**src/rtl/sample_delay_line.sv**
```systemverilog
// -----------------------------------------------------------------------------
// sample_delay_line
//
// FIR sample delay line with a valid/ready sample input and a per-frame
// handshake toward a MAC controller. Each accepted sample shifts into slot 0,
// and older samples move one slot deeper. A single-cycle frame_start then
// tells the MAC that shift_bus holds a new frame. The line stays frozen
// until the MAC answers with mac_done, and only then is the next sample
// accepted.
//
// Parameters
//   DATA_WIDTH  width of one signed two's-complement sample
//   K           number of taps / delay-line depth (K >= 2)
//
// Ports
//   clk          rising-edge clock
//   rst_n        asynchronous active-low reset
//   in_sample    new sample x[n]
//   in_valid     in_sample is valid
//   in_ready     block can accept a sample this cycle (IDLE)
//   shift_bus    slot i at [i*DATA_WIDTH +: DATA_WIDTH] holds x[n-i]
//   frame_start  one-cycle pulse: shift_bus holds a new frame
//   mac_done     MAC has finished all K taps of the current frame
//   busy         a frame is in progress (BUSY)
//   fill_count   accepted samples since reset, saturating at K  (optional)
//   primed       delay line holds K real samples                 (optional)
//
// Configuration
//   SAMPLE_DELAY_LINE_FILL_TRACK_EN  define to add fill_count / primed.
// -----------------------------------------------------------------------------
module sample_delay_line #(
    parameter int DATA_WIDTH = 16,
    parameter int K          = 8
) (
    input  logic                           clk,
    input  logic                           rst_n,
    input  logic signed [DATA_WIDTH-1:0]   in_sample,
    input  logic                           in_valid,
    output logic                           in_ready,
    output logic signed [K*DATA_WIDTH-1:0] shift_bus,
    output logic                           frame_start,
    input  logic                           mac_done,
    output logic                           busy
`ifdef SAMPLE_DELAY_LINE_FILL_TRACK_EN
   ,output logic [$clog2(K+1)-1:0]         fill_count
   ,output logic                           primed
`endif
);

    typedef enum logic {
        IDLE = 1'b0,
        BUSY = 1'b1
    } state_e;

    state_e                 state_q, state_d;
    logic                   frame_start_q, frame_start_d;
    logic [DATA_WIDTH-1:0]  shift_q [K];
    logic [DATA_WIDTH-1:0]  shift_d [K];
    logic                   accept;

    // A sample is taken only when the source offers it and the line is idle.
    assign accept = in_valid && (state_q == IDLE);

    // ------------------------------------------------------------------
    // Next-state / datapath logic
    // ------------------------------------------------------------------
    always_comb begin
        // NOTE: every variable gets a default first so no path leaves it
        // unassigned; otherwise synthesis infers a latch.
        state_d       = state_q;
        frame_start_d = 1'b0;
        shift_d       = shift_q;

        unique case (state_q)
            IDLE: begin
                // mac_done is meaningless here and is ignored.
                if (accept) begin
                    shift_d[0] = in_sample;
                    for (int i = 1; i < K; i++) begin
                        shift_d[i] = shift_q[i-1];
                    end
                    frame_start_d = 1'b1;
                    state_d       = BUSY;
                end
            end
            BUSY: begin
                // The line is frozen and in_valid is ignored; mac_done is
                // honoured even in the frame_start cycle.
                if (mac_done) begin
                    state_d = IDLE;
                end
            end
            default: state_d = IDLE;
        endcase
    end

    // ------------------------------------------------------------------
    // State registers
    // ------------------------------------------------------------------
    // NOTE: sequential blocks use non-blocking assignments only, so every
    // flop samples the pre-edge value of the others.
    always_ff @(posedge clk or negedge rst_n) begin
        if (!rst_n) begin
            state_q       <= IDLE;
            frame_start_q <= 1'b0;
            // NOTE: the delay-line storage is reset on purpose. The MAC
            // must see zeros for taps that have not been filled yet, so
            // this array stays in flops and cannot be mapped to a RAM.
            for (int i = 0; i < K; i++) begin
                shift_q[i] <= '0;
            end
        end else begin
            state_q       <= state_d;
            frame_start_q <= frame_start_d;
            shift_q       <= shift_d;
        end
    end

    // ------------------------------------------------------------------
    // Optional fill tracking
    // ------------------------------------------------------------------
`ifdef SAMPLE_DELAY_LINE_FILL_TRACK_EN
    localparam int CW = $clog2(K+1);
    localparam logic [CW-1:0] FILL_MAX = CW'(K);
    localparam logic [CW-1:0] FILL_ONE = CW'(1);

    logic [CW-1:0] fill_count_q, fill_count_d;
    logic          primed_q, primed_d;

    always_comb begin
        fill_count_d = fill_count_q;
        if (accept && (fill_count_q != FILL_MAX)) begin
            fill_count_d = fill_count_q + FILL_ONE;
        end
        // Computed from the next count so primed rises on the same edge
        // that the count reaches K.
        primed_d = (fill_count_d == FILL_MAX);
    end

    always_ff @(posedge clk or negedge rst_n) begin
        if (!rst_n) begin
            fill_count_q <= '0;
            primed_q     <= 1'b0;
        end else begin
            fill_count_q <= fill_count_d;
            primed_q     <= primed_d;
        end
    end

    assign fill_count = fill_count_q;
    assign primed     = primed_q;
`endif

    // ------------------------------------------------------------------
    // Outputs: pure decodes of registered state
    // ------------------------------------------------------------------
    assign in_ready    = (state_q == IDLE);
    assign busy        = (state_q == BUSY);
    assign frame_start = frame_start_q;

    for (genvar g = 0; g < K; g++) begin : g_pack
        assign shift_bus[g*DATA_WIDTH +: DATA_WIDTH] = shift_q[g];
    end

endmodule

```
**config.mk**
```make
export PLATFORM = sky130hd
export DESIGN_NAME = sample_delay_line
export DESIGN_NICKNAME = d
export VERILOG_FILES = /design/src/rtl/sample_delay_line.sv
export SDC_FILE = /design/constraint.sdc
export NUM_CORES = 1
export LEC_CHECK = 0
export ABC_CLOCK_PERIOD_IN_PS = 1700
export CELL_PAD_IN_SITES_DETAIL_PLACEMENT = 1
export CELL_PAD_IN_SITES_GLOBAL_PLACEMENT = 1
export CORE_MARGIN = 5
export CORE_UTILIZATION = 35
export CTS_CLUSTER_DIAMETER = 100
export DETAILED_ROUTE_END_ITERATION = 12
export PLACE_DENSITY = 0.85
export SLEW_MARGIN = 5
export SYNTH_ARGS = -nofsm -noshare
export SYNTH_HDL_FRONTEND = slang
export SYNTH_SLANG_ARGS = --single-unit
```
**constraint.sdc**
```tcl
create_clock -name clk -period 1.7 [get_ports clk]
set_input_delay 0.255 -clock clk [delete_from_list [all_inputs] [get_ports clk]]
set_output_delay 0.255 -clock clk [all_outputs]
set_load 0.1 [all_outputs]
```
==> run metrics <==
outcome finished, final reports clean; most common cell in the netlist dfrtp_1; Fin. Hold Viols 0; initial antenna violation count 0; mapped cell area 4940 µm²; initial DRC count 87; kind of critical path reg2reg; critical path depth in cells 4; crit path capture shift_bus[25]; vias in the first global route 3,468; Syn Inst Count 276; share of cells above drive strength 1 66.8%; drt total wl 13,600 µm; Worst Setup End Kind flop; post-DP HPWL 10,200 µm; Avg Cell Area, Syn 17.9 µm²; largest net degree at the start of global routing 46; Fin Setup TNS 0 ns; EDFF count, synth 0; Sink Count 130; Commonest cells post-synth dfrtp_1, mux2_2, mux2_4; Vias/cell 4.63; fmax 0.676 GHz; WL/cell 21.4 µm; # IOs 151; delay-heaviest family, CP flip-flops; Die Ht 129 µm; CP max stage delay 0.50 ns; R2R depth 4; RR Endpoint shift_bus[25]; HP Class in2async; RePlAce Congestion 0.710; Layout Nets 462; clock tree buffer depth 2; final setup fails 0; Slew headroom 71.1%; Port Buffers 150; RSZ-0062 raised after global routing false; reg-to-reg startpoint busy; ANT cells 0; first-pass GRT wire length 21,700 µm; Setup Skew 0.00751 ns; Worst-Skew Late Latency 0.42 ns; Slew @ Worst Pin 0.434 ns; R2R Setup Slk 0.22 ns; top cell type by total area after synthesis dfrtp_1; Yosys top cell area share 65.9%; synth unique cells 11; Residual DRC 0; worst-path cell chain nand2b_4 -> inv_2 -> buf_12 -> mux2_2; Yosys reg bits 130; htree depth 4; total number of vias 2,942; dominant cells by area after synthesis dfrtp_1, mux2_2, mux2_4; CTS Root Cell clkbuf_16; syn nets 296; Layout area overhead 76.9%; Pre-antenna DRT Iters 4; GR Overflow Total 0; die footprint 16,600 µm²; Max Cap Viol 0; GR Util All Layers 17.5%; critical-path maximum fanout 13; Clock Pin Slew Worst Setup and Hold Paths 0.06 ns; Routed Antenna Nets 0; Tcrit/Tclk final 87.0%; CTS tree built; WP data arrival 1.78 ns; WP data required 2.00 ns; Async S/R FF share, synth 100%; WP buf/inv 2; final slew viol count 0; CP startpoint kind flop; die extent in x 129 µm; cell row count 43; Crit. Startpoint busy; Num CTS Buffers 17; Max stage delay cell, worst path dfrtp_4; yosys synthesis warning count 0; main flop type after synthesis dfrtp_1; Core Region 13,900 µm²; minimum clock period 1.48 ns; Initial Util 35.6%; Seq/Total Area, Yosys 65.9%
## layout make-up
cell class	count	area, µm²
fill	1139	5150
sequential	130	3260
timing repair buffer	161	2990
multi-input combinational	130	1570
clock buffer	19	453
clock inverter	13	231
tap	180	225
inverter	2	7.51
## cell usage in the layout (no fill, tap or decap)
master	netlist	final
buf_6	5	1
clkinv_2	0	2
mux2_4	29	29
inv_1	1	1
clkdlybuf4s50_1	0	18
bufinv_16	0	6
inv_2	1	1
mux2_2	98	98
dfrtp_4	0	1
clkbuf_8	0	2
o21ai_0	1	1
nand2b_4	1	1
clkinvlp_4	0	2
clkinv_4	0	3
buf_12	0	138
dlygate4sd3_1	0	1
dfrtp_1	130	129
buf_4	2	3
mux2_1	1	1
clkbuf_16	0	17
## cell families after synthesis
group / after synthesis / share of synthesized area (%)
DFF: 130 / 65.9
AOI/OAI and AO/OA: 1 / 0.101
and+or+nand+nor: 1 / 0.279
buffers and inverters: 16 / 2.31
muxes: 128 / 31.4
## per-stage QoR
stage	setup slack (ns)	cell area (µm²)	std cells	hold WS, ns	util [%]
4_1_cts	0.204	8730	635	0.342	62.9
6_report	0.220	8730	635	0.330	62.9
2_1_floorplan	0.0802	4940	276	-0.0406	-
3_5_place_dp	0.0250	8040	602	0.207	57.9
5_1_grt	0.180	8730	635	0.358	62.9
3_3_place_gp	0.0777	8040	602	0.198	57.9
## sequential cells by signal, indices dropped and copies added (netlist names)
register / flops
busy: 1
frame_start: 1
shift_bus: 128
## worst min path at each step
stage	start	to	slack (ns)	cells past startpoint
final	rst_n	shift_bus[63]	0.33	2
after global routing	rst_n	shift_bus[47]	0.36	2
after CTS	rst_n	shift_bus[47]	0.34	2
after detailed placement	rst_n	shift_bus[63]	0.21	1
after global placement	rst_n	shift_bus[47]	0.20	1
after floorplan	rst_n	frame_start	-0.04	0
## repair_timing
| item | CTS | global route |
|---|---|---|
| endpoints found under the hold margin | 41 | 0 |
| hold buffers | 1 | 0 |
| gates resized for setup | 0 | 0 |
| setup buffers | 0 | 0 |
## routing by layer
layer / vias to the layer above / track usage (%) / routed length, µm
met1: 1513 / 19.3 / 4920
li1: 1313 / - / -
met5: - / 0 / 0
met4: 0 / 7.47 / 336
met2: 93 / 31.1 / 7550
met3: 23 / 5.27 / 771
Power is left out: the tool's default activity adds up to more than one toggle a clock period on the data nets, which glitch-free logic cannot reach.
